==> src/rtl/ebus_master.sv <==
// rtl/ebus_master.sv - Z80 external bus initiator (optional busack timeout: EBUS_MASTER_TIMEOUT_EN)
module ebus_master #(
  parameter int MEM_TICKS  = 2,
  parameter int IO_TICKS   = 3,
  parameter int HOLD_TICKS = 4,
  parameter int TO_TICKS   = 255
) (
  input  logic        clk,
  input  logic        reset_n,
  input  logic        ebus_phi,
  input  logic        req_valid,
  output logic        req_ready,
  input  logic        req_write,
  input  logic        req_io,
  input  logic [15:0] req_addr,
  input  logic [7:0]  req_wrdata,
  output logic        rsp_done,
  output logic [7:0]  rsp_rddata,
  output logic        rsp_err,
  output logic        busreq,
  input  logic        busack_n,
  output logic        bus_en,
  output logic [15:0] bus_a,
  output logic [7:0]  bus_d_out,
  output logic        bus_d_oe,
  input  logic [7:0]  bus_d_in,
  output logic        bus_rd_n,
  output logic        bus_wr_n,
  output logic        bus_mreq_n,
  output logic        bus_iorq_n
);

  typedef enum logic [2:0] {
    S_IDLE, S_REQ, S_ADDR, S_STROBE, S_HOLD, S_OWNED, S_REL
  } state_t;

  localparam logic [7:0] MEM_T  = 8'(MEM_TICKS);
  localparam logic [7:0] IO_T   = 8'(IO_TICKS);
  localparam logic [7:0] HOLD_T = 8'(HOLD_TICKS);
  localparam logic [7:0] TO_T   = 8'(TO_TICKS);

  state_t      state;
  logic        phi_q;
  logic        ack_s1;
  logic        ack_s2;
  logic [7:0]  cnt;
  logic        done_nxt;
  logic        lat_write;
  logic        lat_io;
  logic [15:0] lat_addr;
  logic [7:0]  lat_wrdata;

  logic        tick;
  logic        granted;
  logic        accept;
  logic [7:0]  cnt_inc;
  logic [7:0]  strobe_len;

  assign tick       = ebus_phi & ~phi_q;
  assign granted    = ~ack_s2;
  assign accept     = req_valid & req_ready;
  assign cnt_inc    = (cnt == 8'hFF) ? cnt : cnt + 8'd1;
  assign strobe_len = lat_io ? IO_T : MEM_T;

`ifndef EBUS_MASTER_TIMEOUT_EN
  // Without the timeout the REQ wait is unbounded and the limit has no consumer.
  logic unused_to;
  assign unused_to = |TO_T;
`endif

  // Edge detect on phi and two-flop synchroniser for the asynchronous busack_n.
  always_ff @(posedge clk or negedge reset_n) begin
    if (!reset_n) begin
      phi_q  <= 1'b0;
      ack_s1 <= 1'b1;
      ack_s2 <= 1'b1;
    end else begin
      phi_q  <= ebus_phi;
      ack_s1 <= busack_n;
      ack_s2 <= ack_s1;
    end
  end

  // Bus ownership and cycle sequencer; all bus-facing outputs are registered here.
  always_ff @(posedge clk or negedge reset_n) begin
    if (!reset_n) begin
      state      <= S_IDLE;
      cnt        <= 8'd0;
      done_nxt   <= 1'b0;
      lat_write  <= 1'b0;
      lat_io     <= 1'b0;
      lat_addr   <= 16'd0;
      lat_wrdata <= 8'd0;
      req_ready  <= 1'b0;
      rsp_done   <= 1'b0;
      rsp_rddata <= 8'd0;
      rsp_err    <= 1'b0;
      busreq     <= 1'b0;
      bus_en     <= 1'b0;
      bus_a      <= 16'd0;
      bus_d_out  <= 8'd0;
      bus_d_oe   <= 1'b0;
      bus_rd_n   <= 1'b1;
      bus_wr_n   <= 1'b1;
      bus_mreq_n <= 1'b1;
      bus_iorq_n <= 1'b1;
    end else begin
      rsp_done <= done_nxt;
      done_nxt <= 1'b0;
      rsp_err  <= 1'b0;
      case (state)
        S_IDLE: begin
          if (accept) begin
            lat_write  <= req_write;
            lat_io     <= req_io;
            lat_addr   <= req_addr;
            lat_wrdata <= req_wrdata;
            req_ready  <= 1'b0;
            busreq     <= 1'b1;
            cnt        <= 8'd0;
            state      <= S_REQ;
          end else begin
            req_ready <= 1'b1;
          end
        end
        S_REQ: begin
          if (tick) begin
            if (granted) begin
              bus_en   <= 1'b1;
              bus_a    <= lat_addr;
              bus_d_oe <= lat_write;
              if (lat_write) bus_d_out <= lat_wrdata;
              state    <= S_ADDR;
            end
`ifdef EBUS_MASTER_TIMEOUT_EN
            else if (cnt_inc >= TO_T) begin
              busreq  <= 1'b0;
              rsp_err <= 1'b1;
              state   <= S_REL;
            end else begin
              cnt <= cnt_inc;
            end
`endif
          end
        end
        S_ADDR: begin
          if (tick) begin
            cnt <= 8'd0;
            if (lat_io) bus_iorq_n <= 1'b0;
            else        bus_mreq_n <= 1'b0;
            if (lat_write) bus_wr_n <= 1'b0;
            else           bus_rd_n <= 1'b0;
            state <= S_STROBE;
          end
        end
        S_STROBE: begin
          if (tick) begin
            if (cnt_inc >= strobe_len) begin
              bus_rd_n   <= 1'b1;
              bus_wr_n   <= 1'b1;
              bus_mreq_n <= 1'b1;
              bus_iorq_n <= 1'b1;
              if (!lat_write) rsp_rddata <= bus_d_in;
              done_nxt   <= 1'b1;
              state      <= S_HOLD;
            end else begin
              cnt <= cnt_inc;
            end
          end
        end
        S_HOLD: begin
          if (tick) begin
            bus_d_oe <= 1'b0;
            cnt      <= 8'd0;
            if (HOLD_T == 8'd0) begin
              bus_en <= 1'b0;
              busreq <= 1'b0;
              state  <= S_REL;
            end else begin
              req_ready <= 1'b1;
              state     <= S_OWNED;
            end
          end
        end
        S_OWNED: begin
          // A new request beats an idle-timer expiry landing on the same clk.
          if (accept) begin
            lat_write  <= req_write;
            lat_io     <= req_io;
            lat_addr   <= req_addr;
            lat_wrdata <= req_wrdata;
            req_ready  <= 1'b0;
            cnt        <= 8'd0;
            bus_a      <= req_addr;
            bus_d_oe   <= req_write;
            if (req_write) bus_d_out <= req_wrdata;
            state      <= S_ADDR;
          end else if (tick) begin
            if (cnt_inc >= HOLD_T) begin
              req_ready <= 1'b0;
              bus_en    <= 1'b0;
              busreq    <= 1'b0;
              state     <= S_REL;
            end else begin
              cnt <= cnt_inc;
            end
          end
        end
        S_REL: begin
          if (!granted) begin
            req_ready <= 1'b1;
            state     <= S_IDLE;
          end
        end
        default: state <= S_IDLE;
      endcase
    end
  end

endmodule
==> config.mk <==
export PLATFORM = sky130hd
export DESIGN_NAME = ebus_master
export DESIGN_NICKNAME = d
export VERILOG_FILES = /design/src/rtl/ebus_master.sv
export SDC_FILE = /design/constraint.sdc
export NUM_CORES = 1
export LEC_CHECK = 0
export BUFFER_PORTS_ARGS = -buffer_cell sky130_fd_sc_hd__buf_4
export CORE_AREA = 5 5 90 92
export CTS_CLUSTER_SIZE = 12
export DETAILED_ROUTE_END_ITERATION = 16
export DIE_AREA = 0 0 95 97
export GPL_ROUTABILITY_DRIVEN = 0
export GPL_TIMING_DRIVEN = 0
export PLACE_DENSITY = 0.85
export SYNTH_ARGS = -nofsm -noshare
export SYNTH_HDL_FRONTEND = slang
export SYNTH_SLANG_ARGS = --single-unit
==> constraint.sdc <==
create_clock -name clk -period 3.32 [get_ports clk]
set_clock_uncertainty 0.2 [all_clocks]
set_input_delay 0.166 -clock clk [delete_from_list [all_inputs] [get_ports clk]]
set_output_delay 0.166 -clock clk [all_outputs]
set_load 0.02 [all_outputs]
==> metrics.yaml, run 1 <==
placed_design:
  dp_hpwl_mm: 5.94
  place_area_um2: 4470
  io_buffers: 79
layout:
  antenna_cells: 0
  drive_gt1_frac: 0.319
  syn2layout_area_growth_pct: 34.7
  nets: 493
  final_area_um2: 5050
  utilization: 0.708
sta:
  worstMarginPinSlew_ps: 1010
  final.min_clock_period_ps: 2990
  max_freq_ghz: 0.334
  drv_slew: 0
  final.period_utilization: 0.901
  hold_violations: 0
  rsz0062_at_grt: "false"
  finalSetupViolCount: 0
  relSlewSlack: 0.329
  finalSetupTns_ps: 0
synthesis:
  synth-edff-count: 0
  ys_seq_elements: 82
  synth_ff_type: "dfrtp_1"
  postSynthAreaPerCell_um2: 11.5
  synthCells: 325
  synth_top_area_share: 0.507
  yosysWarnings: 0
  yosys.area.top_type: "dfrtp_1"
  synth_cell_type_count: 54
  synthTopCellsByArea: "dfrtp_1 51%, mux2_2 10%, mux2i_1 6.7%"
  syn_nets: 366
  synthArstFlopShare: 1.00
  synth_area_um2: 3750
  ys_seq_area_frac: 0.549
setup_path:
  cp_max_fo: 8
  slowest_delay_ps: 430
  ff2ff_path_depth: 11
  cp.arrival_ps: 3020
  regToRegEndpoint: "rsp_rddata[5]"
  cp_data_required_time_ps: 3350
  reg2reg_setup_slack_ps: 330
  reg2reg_from: "cnt[1]"
  cp-end-kind: "flop"
  crit_chain: "ha_1 > nand3_1 > nor2_1 > xnor2_1 > ha_1 > nand2b_1 > nand4_1 > nand2_1 > nor3_2 > nor3_4 > mux2_2"
  critPathKind: "reg2reg"
  cp_common_cell: "ha_1"
  cp_slowest_cell: "dfrtp_1"
  worst_setup_path_start_kind: "flop"
die:
  coreArea_um2: 7140
  row_count: 31
  fp.dieH_um: 97
  ios: 81
  die_w_um: 95
  dieArea_um2: 9220
  initial_core_util: 0.525
routing:
  drc: 0
  vias: 3022
  ant_nets: 0
  first_pass_iters: 5
  routed_wirelength_mm: 8.90
  routed_via_density: 5.44
  drtIter0Drc: 135
  wl_per_cell_um: 16.0
clock_network:
  cts_root_buffer: "clkbuf_8"
  cts.clk_slew.worst_paths_ps: 80
  clk_latency_ps: 340
  cts_tree: "yes"
  cts-buffers-inserted: 9
  cts-htree-levels: 3
  cts_sinks: 82
  cts.path.max_buffers: 2
min_path:
  hp-class: "in2reg"
  min_to: "busreq"
  hp-start: "req_valid"
  min_delay_path_depth: 4
power_and_ir_drop:
  finalPower_mw: 4.01
  cellLeakagePower_nw: 2.46
  ir_drop_uv: 564
  p_per_area_nw_per_um2: 794
grt:
  grt_max_degree: 83
  grt_use_total: 0.210
  antenna_found_initial: 0
  gr-total-overflow: 0
  busiest_layer: "met2"
  met1_usage: 0.250
  grtUsageMet3: 0.0427
  grt_pass1_vias: 3160
  grt_pass1_wl_mm: 15.5
  grt_use_met2: 0.356
outcome:
  status: "complete, no violations"
flow_run:
  max_cap_viol_count: 0
[cells in the mapped netlist, drive strengths merged (3+ instances only)]
master	count
mux2i	25
dfrtp	76
o21ai	25
mux2	34
nand3	9
nor2b	4
buf	7
a21o	3
o21a	3
nor2	19
nor3	7
nand2	25
dfstp	6
clkbuf	11
a21oi	14
a31oi	3
and2	8
inv	3
nand2b	4
o211ai	4
[area by class of cell]
cell class / count / area, um2
multi-input cells: 222 / 1600
fillers: 543 / 2090
well taps: 99 / 124
inverters: 3 / 11.3
flip-flops and latches: 82 / 2060
clock buffers: 11 / 131
repair buffers: 116 / 963
clock inverters: 5 / 78.8
plain buffers: 18 / 82.6
[sequential cells by signal (all words and copies together), names as in the netlist, 3 cells and up]
name / count
rsp_rddata: 8
lat_addr: 16
cnt: 8
bus_d_out: 8
lat_wrdata: 8
state: 3
bus_a: 16
[kinds of logic after synthesis]
logic type / after synthesis / synth area share
xor gates and xnor gates: 3 / 0.00701
DFF: 82 / 0.549
and+or+nand+nor: 87 / 0.120
buffers and inverters: 21 / 0.0250
AOI/OAI and AO/OA: 70 / 0.122
other: 1 / 0.00100
adders and majority gates: 2 / 0.00667
muxes: 59 / 0.169
[power breakdown]
group,switching (mW),internal [mW],total (mW)
clock network,0.347,0.423,0.770
registers,0.252,1.39,1.64
logic,0.856,0.746,1.60
total,1.45,2.56,4.01
[worst max-delay path by stage]
stage,slack [ps],end,startpoint
after global routing,20,rsp_rddata[5],cnt[1]
after CTS,330,rsp_rddata[3],cnt[1]
after global placement,400,rsp_rddata[0],cnt[1]
final,330,rsp_rddata[5],cnt[1]
after detailed placement,350,rsp_rddata[3],cnt[1]
after floorplan,670,rsp_rddata[0],cnt[1]
[timing repair]
action | CTS | global route
buffers inserted | 0 | 0
gates resized for setup | 0 | 1
hold endpoints to repair | 136 | 0
setup endpoints to repair | 0 | 6
hold buffers | 37 | 0
[critical path: cells and delay by family, from the launching register on]
family,cells,cell delay [ps]
simple gates,7,1210
fa+ha+maj,2,570
flops,1,430
mux,1,400
xor+xnor,1,90
[cells in the final DEF, fill, tap and decap left out, types with 4 or more instances in the layout]
cell and instances:
a21oi_1 14, dfrtp_1 76, and2_1 7, mux2i_1 25
nand3_1 9, dfstp_2 6, nand2_1 25, nor3_1 5
buf_4 80, clkbuf_1 13, o211ai_1 4, nand2b_1 4
nor2_1 19, nor2b_1 4, mux2_2 34, dlygate4sd3_1 37
o21ai_0 24, clkbuf_8 9
[stage by stage]
stage	hold slack (ps)	setup WS [ps]	std cells
CTS	133	333	556
floorplan	-330	669	325
finish	140	330	556
global route	139	20.5	556
detailed placement	78.3	353	503
global placement	74.8	397	503
[per-layer routing]
layer  up-vias  share of wire
li1       1416              -
met1      1483           0.40
met2        96           0.53
met3        27          0.047
met4         0          0.032
met5         -              0
Note: power is estimated with default switching activity, not from simulation.
==> inputs of run 2 (changes only) <==
Clock period 3.32 ns to 3.2 ns, I/O delays scaled along.
==> run 2 against run 1 <==
Net effect:
- sequential power increased by 4%
- fmax is 3.1% higher
- worst setup slack worse by 29 ps
- critical path depth increased by 1
- combinational power up 4%
- sequential cell count unchanged
- clock power increased by 4.0%
- core utilization grew 0.40 points
- critical endpoint unchanged
- largest cell class unchanged
- highest routed layer unchanged
==> metrics.yaml, run 2 (synthesized netlist as in run 1, its figures left out) <==
routing:
  routed_wirelength_mm: 9.04  # +1.6%
  vias: 3037  # +0.50%
  wl_per_cell_um: 16.2  # +1.4%
  ant_nets: 0  # unchanged
  drc: 0  # unchanged
  first_pass_iters: 5  # unchanged
  routed_via_density: 5.45  # +0.32%
  drtIter0Drc: 184  # +36%
layout:
  syn2layout_area_growth_pct: 35.5
  drive_gt1_frac: 0.323  # +0.00367
  top_regs: "bus_a x16, lat_addr x16"
  instances_no_fill: 557  # +0.18%
  final_common_cell: "buf_4"
  nFillCells: 542  # -0.18%
  antenna_cells: 0  # unchanged
  nets: 494  # +0.20%
  layout_common_cells: "80 x buf_4, 76 x dfrtp_1, 37 x dlygate4sd3_1, 34 x mux2_2"
sta:
  relSlewSlack: 0.324  # -0.00534
  holdWs_ps: 141  # +0.897 ps
  worstMarginPinSlew_ps: 1010  # +8.01 ps
  final.period_utilization: 0.906  # +0.00527
  rsz0062_at_grt: "false"
  final.min_clock_period_ps: 2900  # -91.2 ps
  finalSetupTns_ps: 0  # unchanged
  fin_ws_ps: 301  # -28.8 ps
  hold_violations: 0  # unchanged
  finalSetupViolCount: 0  # unchanged
  max_freq_ghz: 0.345  # +3.1%
  drv_slew: 0  # unchanged
die:
  row_count: 31  # unchanged
  dieArea_um2: 9220  # unchanged
  initial_core_util: 0.525  # unchanged
  fp.dieH_um: 97  # unchanged
  coreArea_um2: 7140  # unchanged
  die_w_um: 95  # unchanged
  ios: 81  # unchanged
grt:
  grt_pass1_vias: 3160  # unchanged
  antenna_found_initial: 0  # unchanged
  grt_use_total: 0.210  # unchanged
  grt_max_degree: 83  # unchanged
  grt_pass1_wl_mm: 15.5  # unchanged
  gr-total-overflow: 0  # unchanged
placed_design:
  dp.cells: 503  # unchanged
  place_ws_ps: 233  # -120 ps
  dp_hpwl_mm: 5.94  # unchanged
  io_buffers: 79  # unchanged
setup_path:
  cp-end-kind: "flop"
  cp_max_fo: 8  # unchanged
  ff2ff_path_depth: 12  # +1
  cp_data_required_time_ps: 3230  # -120 ps
  cp.arrival_ps: 2930  # -90 ps
  critPathKind: "reg2reg"
  worst_setup_path_start_kind: "flop"
power_and_ir_drop:
  clock_power_share: 0.192  # about the same
  cellLeakagePower_nw: 2.47  # +0.37%
  p_seq_frac: 0.408  # about the same
  ir_drop_uv: 584  # +3.7%
  p_sw_frac: 0.363  # +0.000586
  p_switching_mw: 1.52  # +4.3%
  internal_power_mw: 2.66  # +4.0%
  power_frac_comb: 0.400  # about the same
  p_per_area_nw_per_um2: 822  # +3.5%
clock_network:
  cts-buffers-inserted: 9  # unchanged
  clk_latency_ps: 340  # about the same
  cts.clk_slew.worst_paths_ps: 80  # about the same
  cts_root_buffer: "clkbuf_8"
  cts.path.max_buffers: 2  # unchanged
  cts_sinks: 82  # unchanged
  cts-htree-levels: 3  # unchanged
  cts_tree: "yes"
min_path:
  hp-class: "in2reg"
  min_delay_path_depth: 4  # unchanged
flow_run:
  max_cap_viol_count: 0  # unchanged
outcome:
  status: "complete, no violations"
## run 2: cell count changes in the layout (fill, tap and decap cells not counted), sizes merged
cell	delta
buf	+1
## run 2: routing by layer
metal	global-route usage	vias to the layer above	part of all wire
li1	-	1422	-
met1	0.250	1499	0.40
met3	0.0427	26	0.047
met2	0.356	90	0.52
met5	0	-	0
met4	0.102	0	0.033
## run 2: worst max-delay path: stages, from the launching register on
cell	delay, ps
dfrtp_1	430
ha_2	280
nand3_1	140
nor2_1	170
xnor2_1	140
ha_1	240
nand2b_1	150
o211ai_1	130
nand2_1	160
nor3_4	280
nor3_4	60
buf_12	140
mux2_2	270
## run 2: final cells by class
class	instances	area [um2]	share of cell area
timing repair buffer	117	983	0.194
inverter	3	11.3	0.00222
clock buffer	11	131	0.0259
multi-input combinational	222	1610	0.317
buffer	18	82.6	0.0163
tap	99	124	0.0244
sequential	82	2060	0.405
clock inverter	5	78.8	0.0155
## run 2: power by group through the flow
stage	logic (mW)	clock network (mW)	registers [mW]
after floorplan	0.793	0	1.91
after global placement	1.56	0	1.69
after detailed placement	1.61	0	1.70
after CTS	1.65	0.815	1.69
after global routing	1.83	0.867	1.76
final	1.67	0.801	1.71
## run 2: path summary, 6_finish.rpt
| check | end | slack (ps) | from |
|---|---|---|---|
| setup / recovery | rsp_rddata[5] | 300 | cnt[1] |
| hold / removal | busreq | 140 | req_valid |
| setup reg to reg | rsp_rddata[5] | 300 | cnt[1] |
| hold reg to reg | ack_s2 | 160 | ack_s1 |
| max in group asynchronous | cnt[5] | 1810 | reset_n |
| min in group asynchronous | bus_a[11] | 330 | reset_n |
## run 2: per-stage QoR
| stage | utilization | instance area (um2) | total power, mW |
|---|---|---|---|
| after floorplan | - | 3750 | 2.70 |
| after global placement | 0.626 | 4470 | 3.25 |
| after detailed placement | 0.626 | 4470 | 3.32 |
| after CTS | 0.707 | 5050 | 4.16 |
| after global routing | 0.712 | 5080 | 4.46 |
| final | 0.712 | 5080 | 4.18 |
## run 2: timing repair
| action | CTS | global route |
|---|---|---|
| setup endpoints to repair | 0 | 15 |
| endpoints found under the hold margin | 136 | 0 |
| setup buffers | 0 | 1 |
| resized for setup | 0 | 3 |
| hold buffers | 37 | 0 |
